### src/rtl/ram_dual_port_clr_pkg.sv
// Shared types and helpers for the dual-port RAM with built-in clear engine.
package ram_pkg;

  typedef enum logic {
    RAM_CLEAR = 1'b0,
    RAM_READY = 1'b1
  } ram_state_e;

  localparam int RDW_READ_FIRST  = 0;
  localparam int RDW_WRITE_FIRST = 1;

  // Address width that stays >= 1 even for the smallest legal depth.
  function automatic int clog2_safe(input int n);
    return (n <= 2) ? 1 : $clog2(n);
  endfunction

endpackage

### src/rtl/ram_dual_port_clr_clear_ctrl.sv
// Clear engine: walks every address once after reset or on request, holding o_Busy meanwhile.
module ram_clear_ctrl
  import ram_pkg::*;
#(
  parameter int DEPTH = 256,
  parameter int AW    = 8
) (
  input  logic          i_Clk,
  input  logic          i_Rst,
  input  logic          i_Clear,
  output logic          o_Busy,
  output logic          o_Clr_We,
  output logic [AW-1:0] o_Clr_Addr
);

  localparam logic [AW-1:0] LAST = AW'(DEPTH - 1);

  ram_state_e    state;
  logic [AW-1:0] cnt;

  always_ff @(posedge i_Clk) begin
    if (i_Rst) begin
      state  <= RAM_CLEAR;
      cnt    <= '0;
      o_Busy <= 1'b1;
    end else begin
      case (state)
        RAM_CLEAR: begin
          // Requests arriving mid-clear are ignored; the walk always completes.
          if (cnt == LAST) begin
            state  <= RAM_READY;
            cnt    <= '0;
            o_Busy <= 1'b0;
          end else begin
            cnt <= cnt + 1'b1;
          end
        end
        RAM_READY: begin
          if (i_Clear) begin
            state  <= RAM_CLEAR;
            cnt    <= '0;
            o_Busy <= 1'b1;
          end
        end
        default: begin
          state  <= RAM_CLEAR;
          cnt    <= '0;
          o_Busy <= 1'b1;
        end
      endcase
    end
  end

  // Busy is high exactly while in RAM_CLEAR, so it doubles as the clear write strobe.
  assign o_Clr_We   = o_Busy;
  assign o_Clr_Addr = cnt;

endmodule

### src/rtl/ram_dual_port_clr.sv
// Simple dual-port RAM with byte enables, registered read + valid strobe and a clear engine.
// Define RAM_OUT_REG_EN to add a second output register stage (read latency 2).
module ram_dual_port_clr
  import ram_pkg::*;
#(
  parameter int               WIDTH     = 16,
  parameter int               DEPTH     = 256,
  parameter int               BYTE_W    = 8,
  parameter int               RDW_MODE  = RDW_READ_FIRST,
  parameter logic [WIDTH-1:0] CLEAR_VAL = '0
) (
  input  logic                          i_Clk,
  input  logic                          i_Rst,
  input  logic                          i_Wr_En,
  input  logic [clog2_safe(DEPTH)-1:0]  i_Wr_Addr,
  input  logic [WIDTH-1:0]              i_Wr_Data,
  input  logic [WIDTH/BYTE_W-1:0]       i_Wr_Be,
  input  logic                          i_Rd_En,
  input  logic [clog2_safe(DEPTH)-1:0]  i_Rd_Addr,
  output logic [WIDTH-1:0]              o_Rd_Data,
  output logic                          o_Rd_DV,
  input  logic                          i_Clear,
  output logic                          o_Busy
);

  localparam int AW  = clog2_safe(DEPTH);
  localparam int NBE = WIDTH / BYTE_W;
  localparam logic [AW:0] DEPTH_L = (AW + 1)'(DEPTH);
`ifdef RAM_OUT_REG_EN
  localparam int STAGES = 2;
`else
  localparam int STAGES = 1;
`endif

  logic [WIDTH-1:0] mem [DEPTH];

  logic             clr_we;
  logic [AW-1:0]    clr_addr;
  logic             wr_in, rd_in, wr_ok, rd_ok;
  logic [WIDTH-1:0] rd_old, merged, rd_word;
  logic [NBE-1:0]   lane_we;
  logic [AW-1:0]    mw_addr;
  logic [WIDTH-1:0] mw_data;

  logic [STAGES:1]            vld_pipe;
  logic [STAGES:1][WIDTH-1:0] dat_pipe;

  ram_clear_ctrl #(
    .DEPTH (DEPTH),
    .AW    (AW)
  ) u_clr (
    .i_Clk      (i_Clk),
    .i_Rst      (i_Rst),
    .i_Clear    (i_Clear),
    .o_Busy     (o_Busy),
    .o_Clr_We   (clr_we),
    .o_Clr_Addr (clr_addr)
  );

  // A clear request in READY wins over any same-cycle user access.
  assign wr_in = {1'b0, i_Wr_Addr} < DEPTH_L;
  assign rd_in = {1'b0, i_Rd_Addr} < DEPTH_L;
  assign wr_ok = i_Wr_En && wr_in && !o_Busy && !i_Clear && !i_Rst;
  assign rd_ok = i_Rd_En && !o_Busy && !i_Clear && !i_Rst;

  always_comb begin
    rd_old = '0;
    if (rd_in) rd_old = mem[i_Rd_Addr];
  end

  for (genvar k = 0; k < NBE; k++) begin : g_lane
    assign merged[k*BYTE_W +: BYTE_W] = i_Wr_Be[k] ? i_Wr_Data[k*BYTE_W +: BYTE_W]
                                                   : rd_old[k*BYTE_W +: BYTE_W];
    assign lane_we[k] = clr_we | (wr_ok & i_Wr_Be[k]);
  end

  // Write-first bypass only matters when both ports hit the same in-range word.
  always_comb begin
    rd_word = rd_old;
    if (RDW_MODE == RDW_WRITE_FIRST && wr_ok && rd_in && i_Wr_Addr == i_Rd_Addr)
      rd_word = merged;
  end

  assign mw_addr = clr_we ? clr_addr : i_Wr_Addr;
  assign mw_data = clr_we ? CLEAR_VAL : i_Wr_Data;

  always_ff @(posedge i_Clk) begin
    for (int k = 0; k < NBE; k++)
      if (lane_we[k]) mem[mw_addr][k*BYTE_W +: BYTE_W] <= mw_data[k*BYTE_W +: BYTE_W];
  end

  // Later stages advance regardless of o_Busy so an accepted read always completes.
  always_ff @(posedge i_Clk) begin
    if (i_Rst) begin
      vld_pipe <= '0;
      dat_pipe <= '0;
    end else begin
      vld_pipe[1] <= rd_ok;
      if (rd_ok) dat_pipe[1] <= rd_word;
      for (int s = 2; s <= STAGES; s++) begin
        vld_pipe[s] <= vld_pipe[s-1];
        if (vld_pipe[s-1]) dat_pipe[s] <= dat_pipe[s-1];
      end
    end
  end

  assign o_Rd_Data = dat_pipe[STAGES];
  assign o_Rd_DV   = vld_pipe[STAGES];

endmodule

### config.mk
export PLATFORM = sky130hd
export DESIGN_NAME = ram_dual_port_clr
export DESIGN_NICKNAME = d
export VERILOG_FILES = /design/src/rtl/ram_dual_port_clr_pkg.sv /design/src/rtl/ram_dual_port_clr_clear_ctrl.sv /design/src/rtl/ram_dual_port_clr.sv
export SDC_FILE = /design/constraint.sdc
export NUM_CORES = 2
export LEC_CHECK = 0
export BUFFER_PORTS_ARGS = -buffer_cell sky130_fd_sc_hd__buf_4
export CAP_MARGIN = 20
export CORE_UTILIZATION = 25
export CTS_CLUSTER_SIZE = 14
export DETAILED_ROUTE_END_ITERATION = 6
export PLACE_DENSITY = 0.45
export SYNTH_ARGS = -nofsm -noshare
export SYNTH_HDL_FRONTEND = slang
export SYNTH_SLANG_ARGS = --single-unit
### constraint.sdc
create_clock -name i_Clk -period 8.41 [get_ports i_Clk]
set_input_delay 1.2615 -clock i_Clk [delete_from_list [all_inputs] [get_ports i_Clk]]
set_output_delay 1.2615 -clock i_Clk [all_outputs]
set_load 0.05 [all_outputs]
* Word level (Yosys, flattened, before mapping)
Memories as Yosys holds them, arrays and structs flattened. A register that Yosys moved wholly into a read port is not among the register bits.
Index checks and enable logic that the tools add are counted.
W data, S select, Z words.
** Cells by class
- Multiplexer cells :: 15
- Add/sub/neg operators :: 1
- $mul :: 0
- Order comparisons :: 0
- Shifts and indexed selects :: 0
- Divide/modulo/power cells :: 0
- Equality and inequality tests :: 3
- Bitwise logic cells :: 5
- Reduce and logical (&&, ||, !) cells :: 10
** Operators with widths (count)
- $mux W8 :: 3
- $mux W16 :: 1
- $pmux W8 S2 :: 1
- $add A8 B1 Y8 const B :: 1
- $eq A8 B8 Y1 const B :: 1
- $mux W1 :: 8
- $logic_and A1 B1 Y1 :: 6
- $pmux W1 S2 :: 2
- $logic_not A1 Y1 :: 3
- $and A1 B1 Y1 :: 2
- $ne A2 B1 Y1 const B :: 1
- $ne A2 B2 Y1 const B :: 1
- $or A1 B1 Y1 :: 2
- $reduce_and A2 Y1 :: 1
- $not A1 Y1 :: 1
** Storage, ports and cells
- Latch bits :: 0
- Register bits after elaboration :: 11
- Memories :: 1
- Output and inout bits :: 18
- Bits in read-only memories :: 0
- RAM bits :: 4096
** Memories
- mem :: words 256, width 16, read ports 1, clocked after Yosys merged registers in 1, wr ports 1, RTL line ram_dual_port_clr.sv:35 : logic [WIDTH-1:0] mem [DEPTH];

* Longest topological paths before layout
- Depth in word-level cells :: 8
- Gate-level depth with buffers :: 13
- Depth with buffers taken out :: 7

* By module
From an unflattened synthesis, not the netlist that was laid out.
** Unflattened totals
- Cell total of the unflattened synthesis :: 7970
- Area total of the unflattened synthesis :: 161058.2 um^2
** Modules (own cells, without submodules)
- ram_dual_port_clr :: area each 160522.7 um^2, cells each 7907, instances 1
- ram_clear_ctrl :: area each 535.5 um^2, cells each 63, instances 1

* Worst setup path after synthesis
OpenSTA, ideal clock, no wires.
- Path type :: in2reg
- Start :: in i_Wr_Data[0]
- End :: mem mem[0][0], data pin
- Data required time :: 6.964 ns
- Stages on the path :: 1
- Data arrival time :: 7.406 ns
- Path slack :: -0.443 ns
- Path through :: nor2b_1
** Between the ends
- Word-level cells in the longest chain between the ends :: 1
** Ends and longest elaborated chain
- start, declared :: RTL line ram_dual_port_clr.sv:16 : input logic [WIDTH-1:0] i_Wr_Data,
- $mux W16 :: RTL line ram_dual_port_clr.sv:85 : assign mw_data = clr_we ? CLEAR_VAL : i_Wr_Data;
- end, declared :: RTL line ram_dual_port_clr.sv:35
No other way between the ends.

==> summary.md <==
| Metric | Value |
|---|---|
| CTS clk-pin slew, worst paths | about 0.060 ns |
| Cell Area, Synth | 0.161 sq mm |
| Max Buffers Root-to-Sink | 4 |
| Netlist cell types | 77 |
| Placed cell area | 0.171 sq mm |
| Reg2reg path depth | 5 |
| Critical Setup Path Class | input port to flop |
| Delay-heaviest family, CP | buffers and inverters |
| Final setup vio count | 0 |
| Most Frequent Cell on Critical Path | buf_4 |
| Final WL | 472,000 microns |
| Ports | 57 |
| Leakage | approximately 58 nW |
| Sequential cell area fraction in the yosys report | 76.5% |
| Post-synthesis instance total | 7,906 |
| WP buf/inv | 4 |
| Max_cap viols | 0 |
| Clk Latency, worst-skew pair | 1.00 ns |
| Post-synth top area share | 76.2% |
| Crit path time final | between 4 and 5 ns |
| WP data required | slightly above 9 ns |
| Share of post-route cells with drive strength above 1 | 19.4% |
| Post-CTS Setup Inserts | 0 |
| Final instance area | about 0.19 sq mm |
| Final HPWL DP | 286,000 microns |
| Setup crit end kind | flop |
| First-pass GRT wire length | 653,000 microns |
| XOR/XNOR Fraction of Synth Area | less than 1% |
| Synthesized Nets | ~8,000 |
| RSZ-0062 raised after global routing | no |
| Number of flops mapped to enable cells by yosys | between 4,000 and 5,000 |
| M3 GR Usage | 2.63% |
| Crit path largest cell delay | 0.66 ns |
| Number of antenna violations at the first check in global routing | 47 |
| Total power divided by cell area | 231 mW/mm^2 |
| WL/cell | 27.7 microns |
| Status | finished clean |
| Fill cell count | about 63,000 |
| Rel. slew slack | 2.58% |
| Grt ovf | 0 |
| Critical path, cell by cell | buf_8 > buf_4 > nor2b_4 > buf_4 > buf_4 > a22oi_1 > a21oi_1 > nor4bb_1 > nand4_1 > o211ai_1 |
| Clock root buffer | clkbuf_16 |
| PostCTS Resize Cnt | 0 |
| Routed Antenna Nets | 0 |
| Most used routing layer | met2 |
| Final Hold Vio Count | 0 |
| Post-Place Cells | 16,200 |
| Clk sinks | 4,123 |
| Port-buffer cells | 56 |
| Adder-Cell Fraction of Synth Area | less than 1% |
| Compound-Gate Fraction of Synth Area | 3.75% |
| Clock buffer count from CTS | 442 |
| Fmax | roughly 0.21 GHz |
| Simple-gate share of the synthesized area | 2.69% |
| WP depth | 10 |
| Initial core utilization | 25.1% |
| Synth area leader | edfxtp_1 |
| H-tree levels | 5 |
| Crit-path max FO | between 50 and 60 |
| GR Util met2 | between 20% and 30% |
| Count leader, synth | edfxtp_1 |
| Global-route track usage on met1 | 19.5% |
| Largest net degree at the start of global routing | 200 |
| CTS Hold Bufs | 0 |
| Slowest stage cell, crit path | buf_4 |
| Residual DRC | 0 |
| Min-delay worst type | input port to flop |
| Worst Hold Path Cells | 2 |
| Die area | 0.649 sq mm |
| Synth Warn # | 0 |
| Post-route insts no fill | 17,100 |
| GPL Wtd Cong | 0.787 |
| Total Power | around 0.043 W |
| Slew @ Worst Pin | approximately 1.5 ns |
| Synth top cells by count | edfxtp_1, mux4_2, nor2_1 |
| Total number of vias | ~80,000 |
| CTS tree | done |
| Global Route Usage Sum | between 10% and 20% |
| Largest family of logic cells by synthesized area | multiplexers |
| Area grow syn2layout | 14.7% |
| Synth area leaders | edfxtp_1, mux4_2, mux2i_1 |
| Main synth FF type | edfxtp_1 |
| Core ar. | roughly 0.64 sq mm |
| Chip width | approximately 800 microns |
| Num rows | between 200 and 300 |
| Tcrit/Tclk final | a little under three fifths |
| Vias in the first global route | 81,500 |
| Critical Path Source Type | input port |
| Die span in y | 805 microns |
| Router iterations before antenna repair | 5 |
| Vias per cell | roughly 4.7 |
| Maximum VDD drop | ~0.00019 V |
| Post-synthesis async set-or-reset flop share | 0% |
| Final nets | 8,138 |
| Crit path DAT | 5.54 ns |
| Setup Skew | 0.0535 ns |
| Initial drt markers | roughly 7,800 |
| Post-synthesis mux area share | ~15% |
| Seq cells post-synth | 4,123 |
| Slew Viols, Final | 0 |
| Syn Area/Cell | 20.4 sq um |
[cell type report]
cell class | instances | area, sq um | area share [%]
Timing Repair Buffer | 248 | 2400 | 1.30
Tap cell | 8584 | 10700 | 5.80
Clock buffer | 553 | 11700 | 6.31
Clock inverter | 249 | 2210 | 1.19
Multi-Input combinational cell | 3269 | 34400 | 18.6
Inverter | 14 | 60.1 | 0.0324
Antenna cell | 11 | 27.5 | 0.0149
Sequential cell | 4123 | 124000 | 66.7
[state kept, by name, indices dropped and copies added (netlist names)]
name / count
o_Rd_Data: 16
u_clr.o_Busy: 1
u_clr.state: 1
o_Rd_DV: 1
mem: 4096
u_clr.o_Clr_Addr: 8
[per-layer routing]
layer  routed length (microns)  vias to the layer above
li1                          -                    33300
met5                        39                        -
met1                    206000                    42900
met4                     13000                        6
met3                     31300                      642
met2                    221000                     2825
[final timing paths]
path                         end  slack (ns)    startpoint
min reg2reg         o_Rd_Data[8]        0.57  o_Rd_Data[8]
max                 o_Rd_Data[7]        3.75  i_Rd_Addr[4]
min          u_clr.o_Clr_Addr[1]        0.54         i_Rst
max reg2reg          mem[126][9]        4.18  u_clr.o_Busy
[stage by stage]
step,hold WS (ns),utilization [%],setup WS [ns],setup TNS [ns]
2_1_floorplan,0.516,-,-0.443,-1587.25
3_3_place_gp,0.533,26.6,2.21,0
3_5_place_dp,0.506,26.7,2.85,0
4_1_cts,0.449,28.8,3.92,0
5_1_grt,0.515,28.8,3.74,0
6_report,0.541,28.8,3.75,0
[where the power goes]
| group | internal (W) | leakage [nW] | switching, W |
|---|---|---|---|
| logic | 0.000601 | 13.1 | 0.00105 |
| registers | 0.0223 | 38.2 | 0.00000898 |
| clock network | 0.0107 | 6.74 | 0.00808 |
| total | 0.0336 | 58.0 | 0.00914 |
[cells in the final DEF, fill, tap and decap left out, types with 26 or more instances in the layout]
master and instances:
dfxtp_1 26, mux4_1 77, bufinv_16 29, o22ai_1 217, clkinv_2 69, o21ai_0 55
o221ai_1 122, clkbuf_1 98, nor3_1 32, nand2_1 221, mux2_2 31, a21oi_1 129
a2111oi_0 36, a211oi_1 78, buf_12 38, mux2i_1 593, a22oi_1 80, clkbuf_16 448
edfxtp_1 4096, mux4_2 681, clkinv_1 105, nor2_1 598, buf_4 194
[logic make-up (layout without fill, tap and decap cells)]
group | after synthesis | count (layout)
other | 0 | 11
AND/OR/NAND/NOR | 1024 | 1024
multiplexers | 1382 | 1382
adder cells (fa/ha/maj) | 1 | 1
AO/OA/AOI/OAI | 859 | 859
buffers and inverters | 514 | 1064
flip-flops | 4123 | 4123
XOR/XNOR | 3 | 3
Note: power is estimated with default switching activity, not from simulation.
